===== src/rtl/spi_pkg.sv =====
// Shared SPI definitions for the peripheral and controller.
package spi_pkg;

  localparam int unsigned SPI_DATA_W = 8;
  localparam logic [SPI_DATA_W-1:0] SPI_TX_IDLE = 8'hFF;

  typedef enum logic {
    IDLE   = 1'b0,
    ACTIVE = 1'b1
  } spi_state_e;

endpackage : spi_pkg


===== src/rtl/spi_sync_edge.sv =====
// Multi-flop synchronizer for an asynchronous input with registered edge pulses.
// q, rise and fall change on the same clk edge, so rise/fall describe q.
module spi_sync_edge
  import spi_pkg::*;
#(
  parameter int unsigned STAGES  = 2,
  parameter logic        RST_VAL = 1'b0
) (
  input  logic clk,
  input  logic rst_n,
  input  logic d,
  output logic q,
  output logic rise,
  output logic fall
);

  logic [STAGES-1:0] sync_q;

  // Synchronizer chain plus edge detection on the last two stages.
  always_ff @(posedge clk) begin
    if (!rst_n) begin
      sync_q <= {STAGES{RST_VAL}};
      rise   <= 1'b0;
      fall   <= 1'b0;
    end else begin
      sync_q <= {sync_q[STAGES-2:0], d};
      rise   <= sync_q[STAGES-2] & ~sync_q[STAGES-1];
      fall   <= ~sync_q[STAGES-2] & sync_q[STAGES-1];
    end
  end

  assign q = sync_q[STAGES-1];

endmodule : spi_sync_edge


===== src/rtl/spi_peripheral_sync.sv =====
// SPI mode-0 peripheral running entirely in the clk domain.
// SCK/CS_N/MOSI are oversampled; local logic sees byte-wide valid/ready ports.
module spi_peripheral_sync
  import spi_pkg::*;
#(
  parameter int unsigned       DATA_W      = SPI_DATA_W,
  parameter int unsigned       SYNC_STAGES = 2,
  parameter logic [DATA_W-1:0] TX_IDLE     = DATA_W'(SPI_TX_IDLE)
) (
  input  logic              clk,
  input  logic              rst_n,
  input  logic              sck,
  input  logic              cs_n,
  input  logic              mosi,
  output logic              miso,
  output logic              miso_oe,
  input  logic [DATA_W-1:0] tx_data,
  input  logic              tx_valid,
  output logic              tx_ready,
  output logic [DATA_W-1:0] rx_data,
  output logic              rx_valid,
  input  logic              rx_ready,
  output logic              busy,
  output logic              overrun,
  output logic              underrun
);

  localparam int unsigned CNT_W = $clog2(DATA_W + 1);

  logic sck_s, sck_rise, sck_fall;
  logic cs_s, cs_rise, cs_fall;
  logic [SYNC_STAGES-1:0] mosi_sync_q;
  logic mosi_s;

  spi_state_e state_q, state_d;
  logic [CNT_W-1:0]  cnt_q;
  logic [DATA_W-1:0] tx_hold_q;
  logic [DATA_W-1:0] tx_shift_q;
  logic [DATA_W-1:0] tx_shift_d;
  logic [DATA_W-1:0] word_next;
  logic [DATA_W-1:0] rx_shift_q;
  logic              word_done_q;

  logic load_word, shift_bit, sample_bit, drop_xfer;

  spi_sync_edge #(.STAGES(SYNC_STAGES), .RST_VAL(1'b0)) u_sck_sync (
    .clk   (clk),
    .rst_n (rst_n),
    .d     (sck),
    .q     (sck_s),
    .rise  (sck_rise),
    .fall  (sck_fall)
  );

  spi_sync_edge #(.STAGES(SYNC_STAGES), .RST_VAL(1'b1)) u_cs_sync (
    .clk   (clk),
    .rst_n (rst_n),
    .d     (cs_n),
    .q     (cs_s),
    .rise  (cs_rise),
    .fall  (cs_fall)
  );

  // MOSI synchronizer, same depth as SCK so data lines up with the synced rise.
  always_ff @(posedge clk) begin
    if (!rst_n) begin
      mosi_sync_q <= '0;
    end else begin
      mosi_sync_q <= {mosi_sync_q[SYNC_STAGES-2:0], mosi};
    end
  end

  assign mosi_s = mosi_sync_q[SYNC_STAGES-1];

  // State register.
  always_ff @(posedge clk) begin
    if (!rst_n) begin
      state_q <= IDLE;
    end else begin
      state_q <= state_d;
    end
  end

  // Next state and datapath strobes; a cs_n rise masks any sck edge.
  always_comb begin
    state_d    = state_q;
    load_word  = 1'b0;
    shift_bit  = 1'b0;
    sample_bit = 1'b0;
    drop_xfer  = 1'b0;
    unique case (state_q)
      IDLE: begin
        if (cs_fall) begin
          state_d   = ACTIVE;
          load_word = 1'b1;
        end
      end
      ACTIVE: begin
        if (cs_rise) begin
          state_d   = IDLE;
          drop_xfer = 1'b1;
        end else if (sck_rise) begin
          sample_bit = 1'b1;
        end else if (sck_fall) begin
          if (cnt_q == CNT_W'(DATA_W)) begin
            load_word = 1'b1;
          end else begin
            shift_bit = 1'b1;
          end
        end
      end
      default: state_d = IDLE;
    endcase
  end

  // Word to send next: queued data, or the idle pattern on underrun.
  assign word_next = tx_ready ? TX_IDLE : tx_hold_q;

  // Next TX shift contents; miso always reflects its MSB while active.
  always_comb begin
    tx_shift_d = tx_shift_q;
    if (load_word) begin
      tx_shift_d = word_next;
    end else if (shift_bit) begin
      tx_shift_d = tx_shift_q << 1;
    end
  end

  // TX holding register, shift register, bit counter and miso drive.
  always_ff @(posedge clk) begin
    if (!rst_n) begin
      tx_hold_q  <= '0;
      tx_ready   <= 1'b1;
      tx_shift_q <= '0;
      cnt_q      <= '0;
      miso       <= 1'b0;
      miso_oe    <= 1'b0;
      underrun   <= 1'b0;
      busy       <= 1'b0;
    end else begin
      busy       <= ~cs_s;
      underrun   <= load_word & tx_ready;
      tx_shift_q <= tx_shift_d;
      if (tx_valid && tx_ready) begin
        tx_hold_q <= tx_data;
        tx_ready  <= 1'b0;
      end else if (load_word) begin
        tx_ready  <= 1'b1;
      end
      if (load_word || shift_bit) begin
        miso <= tx_shift_d[DATA_W-1];
      end
      if (load_word) begin
        cnt_q   <= '0;
        miso_oe <= 1'b1;
      end else if (sample_bit) begin
        cnt_q <= cnt_q + CNT_W'(1);
      end
      if (drop_xfer) begin
        cnt_q   <= '0;
        miso    <= 1'b0;
        miso_oe <= 1'b0;
      end
    end
  end

  // RX shift register and output handshake; a new word always overwrites.
  always_ff @(posedge clk) begin
    if (!rst_n) begin
      rx_shift_q  <= '0;
      word_done_q <= 1'b0;
      rx_data     <= '0;
      rx_valid    <= 1'b0;
      overrun     <= 1'b0;
    end else begin
      word_done_q <= sample_bit && (cnt_q == CNT_W'(DATA_W - 1));
      overrun     <= 1'b0;
      if (sample_bit) begin
        rx_shift_q <= {rx_shift_q[DATA_W-2:0], mosi_s};
      end
      if (word_done_q) begin
        rx_data  <= rx_shift_q;
        rx_valid <= 1'b1;
        overrun  <= rx_valid & ~rx_ready;
      end else if (rx_valid && rx_ready) begin
        rx_valid <= 1'b0;
      end
    end
  end

endmodule : spi_peripheral_sync


===== config.mk =====
export PLATFORM = sky130hd
export DESIGN_NAME = spi_peripheral_sync
export DESIGN_NICKNAME = d
export VERILOG_FILES = /design/src/rtl/spi_pkg.sv /design/src/rtl/spi_sync_edge.sv /design/src/rtl/spi_peripheral_sync.sv
export SDC_FILE = /design/constraint.sdc
export NUM_CORES = 1
export LEC_CHECK = 0
export CORE_MARGIN = 3
export CORE_UTILIZATION = 47
export DETAILED_ROUTE_END_ITERATION = 6
export PLACE_DENSITY = 0.74
export SYNTH_ARGS = -nofsm -noshare
export SYNTH_HDL_FRONTEND = slang
export SYNTH_SLANG_ARGS = --single-unit

===== constraint.sdc =====
create_clock -name clk -period 1.5 [get_ports clk]
set_clock_uncertainty 0.1 [all_clocks]
set_input_delay 0.3 -clock clk [delete_from_list [all_inputs] [get_ports clk]]
set_output_delay 0.3 -clock clk [all_outputs]
set_load 0.02 [all_outputs]

# After elaboration in Yosys (flattened, before gate mapping)
# Index checks and enable logic that the tools add are counted.
[op_classes] reduce_logical=10 eq_ne=2 n_mux=25 n_bitwise=13 n_addsub=1
[ops] cell="$mux W8" n=3
[ops] cell="$mux W1" n=20
[ops] cell="$not A1 Y1" n=7
[ops] cell="$and A1 B1 Y1" n=6
[ops] cell="$reduce_bool A2 Y1" n=3
[ops] cell="$add A4 B1 Y4 const B" n=1
[ops] cell="$eq A4 B3 Y1 const B" n=1
[ops] cell="$eq A4 B4 Y1 const B" n=1
[ops] cell="$pmux W1 S2" n=2
[ops] cell="$logic_and A1 B1 Y1" n=3
[ops] cell="$reduce_or A3 Y1" n=1
[ops] cell="$reduce_and A2 Y1" n=1
[ops] cell="$reduce_or A2 Y1" n=1
[ops] cell="$logic_or A1 B1 Y1" n=1
[word_totals] inputBits=15 regBits=55 elab_cells=73 output_inout_bits=15

# Depth between registers and ports, before layout
[logic_depth] word_depth=8 mapped_depth=5

# Hierarchy
# A second synthesis with hierarchy kept.
[hier_totals] cells_unflattened=220 area_unflattened_um2=2143.3
[modules_own_cells] module="spi_peripheral_sync" area_each_um2=1921.8 cells_per_inst=204 instances=1
[modules_own_cells] module="spi_sync_edge (u_sck_sync)" area_each_um2=111.4 cells_per_inst=8 instances=1
[modules_own_cells] module="spi_sync_edge (u_cs_sync)" area_each_um2=110.1 cells_per_inst=8 instances=1

# Worst setup path before layout
# No wires, ideal clock.
[synth_path] path_type="reg2reg" start="register cnt_q[0]" end="register miso" slack_ps=90 arrival_ps=1224 t_required_ps=1314 stages_incl_launch_ff=6 setup_ps=86 synth_period_minus_slack_ps=1410 path_cell_list="dfxtp_1 > inv_1 > ha_1 > nand3b_4 > mux2_1 > a211oi_1"
[synth_between] elab_chain_cells=8 word_cells_on_any_way=14 classes_between="eq/ne: 1; mux: 12; reduce/logical: 1"
[synth_rtl] item="from (decl)" line="spi_peripheral_sync.sv:36" source="logic [CNT_W-1:0] cnt_q;"
[synth_rtl] item="from (signal assigned)" line="spi_peripheral_sync.sv:157" source="cnt_q <= cnt_q + CNT_W'(1);"
[synth_rtl] item="$eq A4 B4 Y1 (*)" line="spi_peripheral_sync.sv:105" source="if (cnt_q == CNT_W'(DATA_W)) begin"
[synth_rtl] item="$mux W1" line="spi_peripheral_sync.sv:105"
[synth_rtl] item="$mux W1" line="spi_peripheral_sync.sv:104" source="end else if (sck_fall) begin"
[synth_rtl] item="$mux W1" line="spi_peripheral_sync.sv:102" source="end else if (sck_rise) begin"
[synth_rtl] item="$mux W1" line="spi_peripheral_sync.sv:99" source="if (cs_rise) begin"
[synth_rtl] item="$mux W1" line="spi_peripheral_sync.sv:91" source="unique case (state_q)"
[synth_rtl] item="$mux W8" line="spi_peripheral_sync.sv:124" source="end else if (shift_bit) begin"
[synth_rtl] item="$mux W8" line="spi_peripheral_sync.sv:122" source="if (load_word) begin"
[synth_rtl] item="to (signal assigned)" line="spi_peripheral_sync.sv:151" source="miso <= tx_shift_d[DATA_W-1];"
[synth_rtl] item="to (decl)" line="spi_peripheral_sync.sv:15" source="output logic miso,"
# Every way passes the cells marked *; elsewhere a longest branch is shown, timed or not. The select of a mux whose other input is x is not followed.
# A chain may end at the register's enable or synchronous reset.

# Worst setup path in the final report
[layout_path] start="input port rst_n" end="register cnt_q[3]"
[layout_between] elab_chain_cells=2
[layout_rtl] item="from (decl)" line="spi_peripheral_sync.sv:11" source="input logic rst_n,"
[layout_rtl] item="$not A1 Y1 (no source line)"
[layout_rtl] item="$reduce_or A3 Y1 (no source line)"
# No other way between the ends.

==> results.md <==
- Die footprint: just over 5000 µm²
- P&R area growth vs syn: 30.0%
- Bufs on Longest Clock Path: 2
- Reg area: 1080 µm²
- Final Wtd Congestion: 0.767
- Worst r2r path cells: 5
- Syn_nets: between 200 and 250
- P_leak: around 1.2 nW
- CORE AREA: 4090 µm²
- CTS tree: done
- Antenna diode count: 0
- Synth warnings: 0
- Post-DR wirelength/cell: approximately 13 µm
- Most common cell in the netlist: dfxtp_1
- Number of synthesized flops with an enable pin: 0
- Setup Viol. Count Final: 0
- Hold Path Class: reg -> reg
- Via density: slightly above 5
- Crit share post-route: 0.957
- Max Transition Viols Final: 0
- DP HPWL: 2.76 mm
- Critical Path Sink Type: flop
- Maximum vdd drop: approximately 460 µV
- Synth Instances: 207
- GRT Total Usage: 0.160
- Multi-input gate area: just over 900 µm²
- Layout cell share with drive strength beyond 1: 0.176
- Fill cells: roughly 340
- Vias post-DR: approximately 1600
- Initial antenna violation count: 0
- Slowest stage delay, CP: around 0.55 ns
- Pwr dens: between 1000 and 1500 nW/µm²
- Worst path cell trace: clkdlybuf4s50_1 -> a21boi_0 -> o211ai_1 -> a21oi_1
- First-pass GRT wire length: around 6.5 mm
- Ys async rst share: 0
- Synth Register Bits: 54
- Global route total overflow: 0
- I/O Pins: 30
- Synth cell count leaders: dfxtp_1, nor2_1, nand2_1
- Top-area cell type share of the netlist area: 0.535
- Main synth FF type: dfxtp_1
- Max Fclk: roughly 0.7 GHz
- Setup WS pre-CTS: -0.220 ns
- Number of CTS-inserted buffers: 5
- Cell taking the most area after synthesis: dfxtp_1
- Antenna-violating nets left: 0
- Slew @ Worst Pin: a little over 0.4 ns
- Reg clk slew, reported paths: around 0.09 ns
- Sequential area share after synthesis: 0.535
- Final setup margin: 0.0647 ns
- Max Cap Viol: 0
- Arrival @ worst endpoint: 1.57 ns
- Setup tns final: 0 ns
- Worst Hold Path Cells: 1
- Syn avg cell area: 9.76 µm²
- DRC Markers: 0
- Startpoint types: primary input
- Drt total wl: 3.99 mm
- Slowest cell on the critical path: clkdlybuf4s50_1
- DRT Pass-1 Iters: 4
- Initial Utilization: 0.494
- CTS H-tree lvls: 2
- Port Buffers: 29
- Synth area leaders: dfxtp_1, mux2i_1, nor2_1
- Vias in the first global route: approximately 1500
- Root buffer cell: clkbuf_8
- Final hold violation count: 0
- Data required, critical path: about 1.6 ns
- Final #Nets: 271
- # rows: 23
- Chip height: between 70 and 80 µm
- Slew HR: 0.729
- CTS Sinks: 54
- Synthesized area: between 2000 and 2500 µm²
- Clk_lat worst skew: approximately 0.30 ns
- Worst-path maximum fanout: 5
- Initial drt markers: 97
- Die width: 71.6 µm
- Tmin final: ~1.4 ns
- Final Util: 0.643
- Distinct cells, synth: 43
- Largest net degree at the start of global routing: 18
- Status: complete, no violations
- Setup CP Type: in -> reg
[stage by stage]
stage | power [mW] | instances | hold WS [ns] | area (µm²)
floorplan | 1.64 | 207 | 0.283 | 2020
global placement | 1.75 | 296 | 0.290 | 2470
detailed placement | 1.75 | 296 | 0.302 | 2470
CTS | 2.69 | 304 | 0.312 | 2570
global route | 2.78 | 305 | 0.337 | 2630
finish | 2.69 | 305 | 0.309 | 2630
[where the power goes]
group          internal, mW  leakage [nW]  switching [mW]  total, mW
clock network         0.496        0.0504           0.461      0.958
registers              1.48         0.440          0.0250       1.50
logic                 0.112         0.664           0.114      0.227
total                  2.09          1.15           0.601       2.69
[cells in the final DEF, fill, tap and decap left out, types with 3 or more instances in the layout]
cell / n
o221ai_2: 6
clkdlybuf4s50_1: 14
clkbuf_8: 5
a21oi_1: 10
or3_1: 6
mux2i_1: 17
inv_1: 5
nand2b_1: 3
dfxtp_1: 52
nor2_1: 31
and3_1: 3
and2_1: 5
nand2_1: 25
dlygate4sd2_1: 15
buf_4: 22
[path summary, 6_finish.rpt]
| check | slack (ns) | endpoint | startpoint |
|---|---|---|---|
| min reg2reg | 0.31 | u_sck_sync.fall | u_sck_sync.sync_q[0] |
| max | 0.06 | cnt_q[3] | rst_n |
| max reg2reg | 0.07 | tx_shift_q[2] | cnt_q[0] |
| min | 0.31 | u_sck_sync.fall | u_sck_sync.sync_q[0] |
[sequential cells by signal, summed over array words and instances, names as in the netlist, 2 cells and up]
signal,cells
tx_shift_q,7
tx_hold_q,8
rx_data,8
u_cs_sync.sync_q,2
u_sck_sync.sync_q,2
rx_shift_q,8
cnt_q,4
mosi_sync_q,2
[worst max-delay path: cells and delay by family]
kind                   cells  cell delay, ns
buffers and inverters      1            0.55
AO/OA/AOI/OAI              3            0.72
[area by class of cell]
type	count	area share
inverter	5	0.00715
clock inverter	3	0.0172
clock buffer	5	0.0262
sequential	54	0.413
tap	50	0.0238
timing repair buffer	51	0.166
multi-input combinational	137	0.347
[routing by layer]
| metal | vias to the layer above | track usage | part of all wire |
|---|---|---|---|
| li1 | 798 | - | - |
| met1 | 729 | 0.220 | 0.50 |
| met2 | 24 | 0.245 | 0.46 |
| met3 | 5 | 0.0435 | 0.035 |
| met4 | 0 | 0.0501 | 0.0080 |
| met5 | - | 0 | 0 |
[cell families after synthesis]
kind of cell | Yosys count | synth area share
simple gates | 89 | 0.224
flops | 54 | 0.535
compound gates | 26 | 0.0935
mux | 18 | 0.0898
buf+inv | 16 | 0.0372
xor+xnor | 2 | 0.00867
fa+ha+maj | 2 | 0.0124
[timing repair]
| action | 4_1_cts | 5_1_grt |
|---|---|---|
| buffers inserted | 0 | 1 |
| setup endpoints to repair | 16 | 9 |
| resized for setup | 16 | 10 |
| pin swaps | 0 | 3 |
| hold buffers | 0 | 0 |
(Power assumes the default switching activity.)
